File: src/rtl/hls_fp17_to_fp16_pkg.sv
// Shared parameters and helpers for the fp17-to-fp16 output channel buffer.
package hls_fp17_to_fp16_pkg;

    localparam int DATA_W      = 16;
    localparam int BUF_DEPTH   = 2;
    localparam int STALL_CNT_W = 16;

    // Pointer and occupancy widths derived from the two-entry depth
    localparam int PTR_W = 1;
    localparam int CNT_W = 2;

    localparam logic [CNT_W-1:0] COUNT_EMPTY = 2'd0;
    localparam logic [CNT_W-1:0] COUNT_FULL  = 2'd2;

    localparam logic [STALL_CNT_W-1:0] STALL_CNT_MAX = {STALL_CNT_W{1'b1}};
    localparam logic [STALL_CNT_W-1:0] STALL_CNT_ONE = STALL_CNT_W'(1);

    typedef logic [DATA_W-1:0] data_t;

    // Occupancy after one cycle of push/pop activity
    function automatic logic [CNT_W-1:0] nextCount(
        input logic [CNT_W-1:0] count,
        input logic             push,
        input logic             pop
    );
        logic [CNT_W-1:0] result;
        result = count;
        if (push && !pop) begin
            result = count + 2'd1;
        end else if (!push && pop) begin
            result = count - 2'd1;
        end
        return result;
    endfunction

endpackage

File: src/rtl/hls_fp17_to_fp16_ofifo2.sv
// Two-entry storage array with wrapping write/read pointers.
// Occupancy tracking lives in the parent; this block only stores and addresses.
module hls_fp17_to_fp16_ofifo2
    import hls_fp17_to_fp16_pkg::*;
(
    input  logic  clk_i,
    input  logic  rstn_i,
    input  logic  push_i,
    input  logic  pop_i,
    input  data_t wdata_i,
    output data_t rdata_o
);

    data_t             mem_q [BUF_DEPTH];
    logic [PTR_W-1:0]  wrPtr_q;
    logic [PTR_W-1:0]  wrPtr_d;
    logic [PTR_W-1:0]  rdPtr_q;
    logic [PTR_W-1:0]  rdPtr_d;

    // Pointers advance by one on their own operation and wrap naturally at the 1-bit width
    always_comb begin
        wrPtr_d = wrPtr_q;
        rdPtr_d = rdPtr_q;
        if (push_i) begin
            wrPtr_d = wrPtr_q + 1'b1;
        end
        if (pop_i) begin
            rdPtr_d = rdPtr_q + 1'b1;
        end
    end

    // Storage and pointer registers; reset clears every entry so stale data cannot resurface
    always_ff @(posedge clk_i) begin
        if (!rstn_i) begin
            for (int i = 0; i < BUF_DEPTH; i++) begin
                mem_q[i] <= '0;
            end
            wrPtr_q <= '0;
            rdPtr_q <= '0;
        end else begin
            if (push_i) begin
                mem_q[wrPtr_q] <= wdata_i;
            end
            wrPtr_q <= wrPtr_d;
            rdPtr_q <= rdPtr_d;
        end
    end

    assign rdata_o = mem_q[rdPtr_q];

endmodule

File: src/rtl/hls_fp17_to_fp16_chn_o_buf.sv
// Output channel buffer between the fp17->fp16 core and the downstream consumer.
// Holds up to two results, reports space to the staller, counts stall cycles
// and flags any result lost because the buffer was full.
module hls_fp17_to_fp16_chn_o_buf
    import hls_fp17_to_fp16_pkg::*;
(
    input  logic                   nvdla_core_clk,
    input  logic                   nvdla_core_rstn,
    input  logic                   core_wen,
    input  logic                   core_wten,
    input  logic                   chn_o_core_vld,
    input  logic [DATA_W-1:0]      chn_o_core_z,
    output logic                   chn_o_rsci_wen_comp,
    output logic [DATA_W-1:0]      chn_o_rsc_z,
    output logic                   chn_o_rsc_lz,
    input  logic                   chn_o_rsc_vz,
    output logic [STALL_CNT_W-1:0] stall_cnt,
    output logic                   ovf_err
);

    logic [CNT_W-1:0]       count_q;
    logic [CNT_W-1:0]       count_d;
    logic                   wenComp_q;
    logic                   wenComp_d;
    logic [STALL_CNT_W-1:0] stallCnt_q;
    logic [STALL_CNT_W-1:0] stallCnt_d;
    logic                   ovfErr_q;
    logic                   ovfErr_d;

    logic                   pushReq;
    logic                   isFull;
    logic                   push;
    logic                   pop;
    data_t                  headData;

    assign pushReq = core_wen & chn_o_core_vld;
    assign isFull  = (count_q == COUNT_FULL);
    assign push    = pushReq & ~isFull;
    assign pop     = chn_o_rsc_lz & chn_o_rsc_vz;

    hls_fp17_to_fp16_ofifo2 uFifo (
        .clk_i   (nvdla_core_clk),
        .rstn_i  (nvdla_core_rstn),
        .push_i  (push),
        .pop_i   (pop),
        .wdata_i (chn_o_core_z),
        .rdata_o (headData)
    );

    // Next-state for occupancy, space flag, stall counter and overflow flag
    always_comb begin
        count_d    = nextCount(count_q, push, pop);
        wenComp_d  = (count_d != COUNT_FULL);
        stallCnt_d = stallCnt_q;
        if (core_wten && (stallCnt_q != STALL_CNT_MAX)) begin
            stallCnt_d = stallCnt_q + STALL_CNT_ONE;
        end
        ovfErr_d = ovfErr_q | (pushReq & isFull);
    end

    // Control registers; space flag stays low during reset so the core cannot write into a cleared buffer
    always_ff @(posedge nvdla_core_clk) begin
        if (!nvdla_core_rstn) begin
            count_q    <= COUNT_EMPTY;
            wenComp_q  <= 1'b0;
            stallCnt_q <= '0;
            ovfErr_q   <= 1'b0;
        end else begin
            count_q    <= count_d;
            wenComp_q  <= wenComp_d;
            stallCnt_q <= stallCnt_d;
            ovfErr_q   <= ovfErr_d;
        end
    end

    assign chn_o_rsci_wen_comp = wenComp_q;
    assign chn_o_rsc_lz        = (count_q != COUNT_EMPTY);
    assign chn_o_rsc_z         = chn_o_rsc_lz ? headData : '0;
    assign stall_cnt           = stallCnt_q;
    assign ovf_err             = ovfErr_q;

endmodule

File: config.mk
export PLATFORM = sky130hd
export DESIGN_NAME = hls_fp17_to_fp16_chn_o_buf
export DESIGN_NICKNAME = d
export VERILOG_FILES = /design/src/rtl/hls_fp17_to_fp16_pkg.sv /design/src/rtl/hls_fp17_to_fp16_ofifo2.sv /design/src/rtl/hls_fp17_to_fp16_chn_o_buf.sv
export SDC_FILE = /design/constraint.sdc
export NUM_CORES = 1
export LEC_CHECK = 0
export BUFFER_PORTS_ARGS = -buffer_cell sky130_fd_sc_hd__buf_2
export CAP_MARGIN = 20
export CELL_PAD_IN_SITES_DETAIL_PLACEMENT = 0
export CELL_PAD_IN_SITES_GLOBAL_PLACEMENT = 1
export CORE_ASPECT_RATIO = 0.5
export CORE_UTILIZATION = 25
export CTS_BUF_LIST = sky130_fd_sc_hd__clkbuf_8
export DETAILED_ROUTE_END_ITERATION = 12
export PLACE_DENSITY_LB_ADDON = 0.1
export SKIP_LAST_GASP = 1
export SLEW_MARGIN = 20
export SYNTH_ARGS = -nofsm -noshare
export SYNTH_HDL_FRONTEND = slang
export SYNTH_SLANG_ARGS = --single-unit
File: constraint.sdc
create_clock -name nvdla_core_clk -period 3.78 [get_ports nvdla_core_clk]
set_clock_uncertainty 0.05 [all_clocks]
set_input_delay 0.756 -clock nvdla_core_clk [delete_from_list [all_inputs] [get_ports nvdla_core_clk]]
set_output_delay 0.756 -clock nvdla_core_clk [all_outputs]
set_load 0.02 [all_outputs]
==> flow_summary.toml <==
[timing]
finalSetupViolCount = 0
rsz0062_at_grt = "false"
max_clock_freq_mhz = 375.8
fin_crit_sh_pct = 70.39
timing_hold_violations_final = 0
min_period_ns = 2.661
maxSlewViolCount = 0
timing.final.ws_setup_ns = 1.119
tightest_slew_ns = 0.9533
slew_headroom_pct = 36.36
fin_setup_tns_ns = 0

[global_routing]
grt_max_degree = 19
antenna_found_initial = 0
grt-busiest-layer = "met2"
use_met2_pct = 19.72
use_met1_pct = 14.33
met3_usage_pct = 3.497
track_usage_pct = 11.60
grt_pass1_wl_mm = 9.508
grt_overflow = 0
grt_pass1_vias = 1895

[detailed_routing]
drc = 0
firstDrtPassIters = 4
viasPerCell = 4.455
wl_per_cell_um = 13.59
num_vias = 1929
routed_wirelength_mm = 5.886
drtIter0Drc = 48
detail-route-antenna-nets = 0

[yosys]
synth_nets = 267
synth_top_area_cell = "edfxtp_1"
synth-edff-count = 32
synthCells = 242
synth_flop_cell = "edfxtp_1"
yosys-top-cells-area = "edfxtp_1, dfxtp_1, and2_1"
async_flop_share_pct = 0
yosysMostFrequentCell = "and2_1"
synth_top_area_share_pct = 37.07
netlist-cell-type-count = 45
ys_ff_latch = 55
synth_commonest_cells = "and2_1, edfxtp_1, nor2_1"
yosysWarnings = 0
synth-seq-area-share_pct = 54.83
avgSynthCellArea_sq_um = 10.71
syn_area_sq_um = 2592

[pwr]
switching_share_pct = 33.84
p_leak_nw = 1.215
p_seq_share_pct = 50.6
p_switching_uw = 500.2
max-vdd-ir-drop_uv = 136.6
intPower_uw = 978.1
pwr-share-comb_pct = 26.4
cellPowerDensity_nw_per_um2 = 475.5
clkPwrFrac_pct = 23.0

[setup_path]
worst-path-max-fanout = 16
worst_ep_arrival_time_ns = 1.85
reg2reg_depth = 4
crit_type = "reg2out"
worst_setup_path_end_kind = "output pin"
worstSetupStartpointType = "register"
worstPathRequired_ns = 2.97

[cells_and_area]
drive_gt1_share_pct = 25.17
area_delta_synth_final_pct = 19.93
antenna_cells = 0
final_nets = 322

[clocking]
clk_latency_ns = 0.32
post_cts_buffers = 0
clock_sinks = 55
cts_tree = "done"
cts_buffers = 5
cts.reportedPaths.clkPinSlew_ns = 0.10
postCtsHoldBufs = 0
htree_num_levels = 2
root_buffer = "clkbuf_8"
ctsResizeCount = 0
clock_path_buffers = 2

[place]
numPortBuffers = 56
routabilityCongestion = 0.6659
dp_slack_ns = 1.284
dp_hpwl_mm = 4.208

[floorplan]
core_area_sq_um = 9759
fp.dieArea_sq_um = 10810
rows = 25
start_util_pct = 26.56
io_pins = 57
die_w_um = 146.0
chipHeight_um = 74.01

[run]
drv_cap = 0

[status]
status = "complete, no violations"

[worst_hold_path]
hold_path_class = "reg2reg"
whs_path_depth = 2
## flip-flops by register name (all words and copies together) (netlist names), named ones only
signal,cells
uFifo.mem_q,32
chn_o_rsci_wen_comp,1
uFifo.rdPtr_q,1
ovf_err,1
count_q,2
uFifo.wrPtr_q,1
stall_cnt,16
## through the flow
stage | util, % | hold WS [ns] | std cells | power (mW) | instance area [sq um]
after detailed placement | 30.92 | 0.4033 | 425 | 1.163 | 3018
after global placement | 30.92 | 0.3947 | 425 | 1.155 | 3018
after CTS | 31.86 | 0.4296 | 433 | 1.511 | 3109
final | 31.86 | 0.4275 | 433 | 1.478 | 3109
after global routing | 31.86 | 0.4638 | 433 | 1.575 | 3109
after floorplan | - | 0.4049 | 242 | 1.029 | 2592
## layout by cell type (no fill, tap or decap), types with 2 or more instances in the layout
cell	n
and4_1	2
ha_1	3
nand3_1	5
a21oi_1	10
nor2_1	25
o41ai_1	3
mux2i_1	18
nand2_1	12
a31oi_1	5
clkbuf_8	5
o21ai_0	5
buf_2	56
edfxtp_1	32
inv_6	2
nor3_1	9
o31ai_1	4
nor4_1	2
or4_1	4
nand4_1	3
nor2b_1	2
xnor2_1	2
inv_1	5
buf_4	3
o21ai_2	2
and2_1	36
dfxtp_1	23
## critical path, stage by stage (launching register included)
cell     delay (ns)
dfxtp_1        0.96
mux2i_1        0.33
nor2_1         0.05
buf_2          0.18
## per-layer routing
layer / wire [um] / vias to the layer above
met1: 2813 / 902
met3: 271 / 7
met2: 2725 / 40
li1: - / 980
met5: 0 / -
met4: 75 / 0
## power groups by stage
stage | combinational [mW] | clock (mW) | sequential [mW]
final | 0.390 | 0.341 | 0.748
after detailed placement | 0.398 | 0 | 0.765
after CTS | 0.399 | 0.361 | 0.751
after global routing | 0.434 | 0.382 | 0.759
after floorplan | 0.295 | 0 | 0.734
after global placement | 0.392 | 0 | 0.763
## cell type report
| class | count | area, sq um |
|---|---|---|
| Fill cell | 1047 | 6650 |
| Sequential cell | 55 | 1421 |
| Multi-Input combinational cell | 170 | 1102 |
| Timing Repair Buffer | 59 | 302.8 |
| Tap cell | 135 | 168.9 |
| Clock buffer | 5 | 68.82 |
| Clock inverter | 3 | 22.52 |
| Inverter | 6 | 22.52 |
## logic make-up (layout without fill, tap and decap cells)
logic type / Yosys count / count (layout) / share of synthesized area [%]
simple gates: 111 / 111 / 24.28
mux: 18 / 18 / 6.950
buf+inv: 17 / 73 / 2.944
compound gates: 35 / 35 / 8.543
fa+ha+maj: 3 / 3 / 1.448
xor+xnor: 3 / 3 / 1.014
flops: 55 / 55 / 54.83
## path summary, 6_finish.rpt
path	startpoint	to	slack (ns)
setup / recovery	register	chn_o_rsc_z[7]	1.12
hold / removal	ovf_err	ovf_err	0.43
setup reg to reg	count_q[0]	uFifo.mem_q[0][12]	1.47
hold reg to reg	ovf_err	ovf_err	0.43
(Power assumes the default switching activity.)
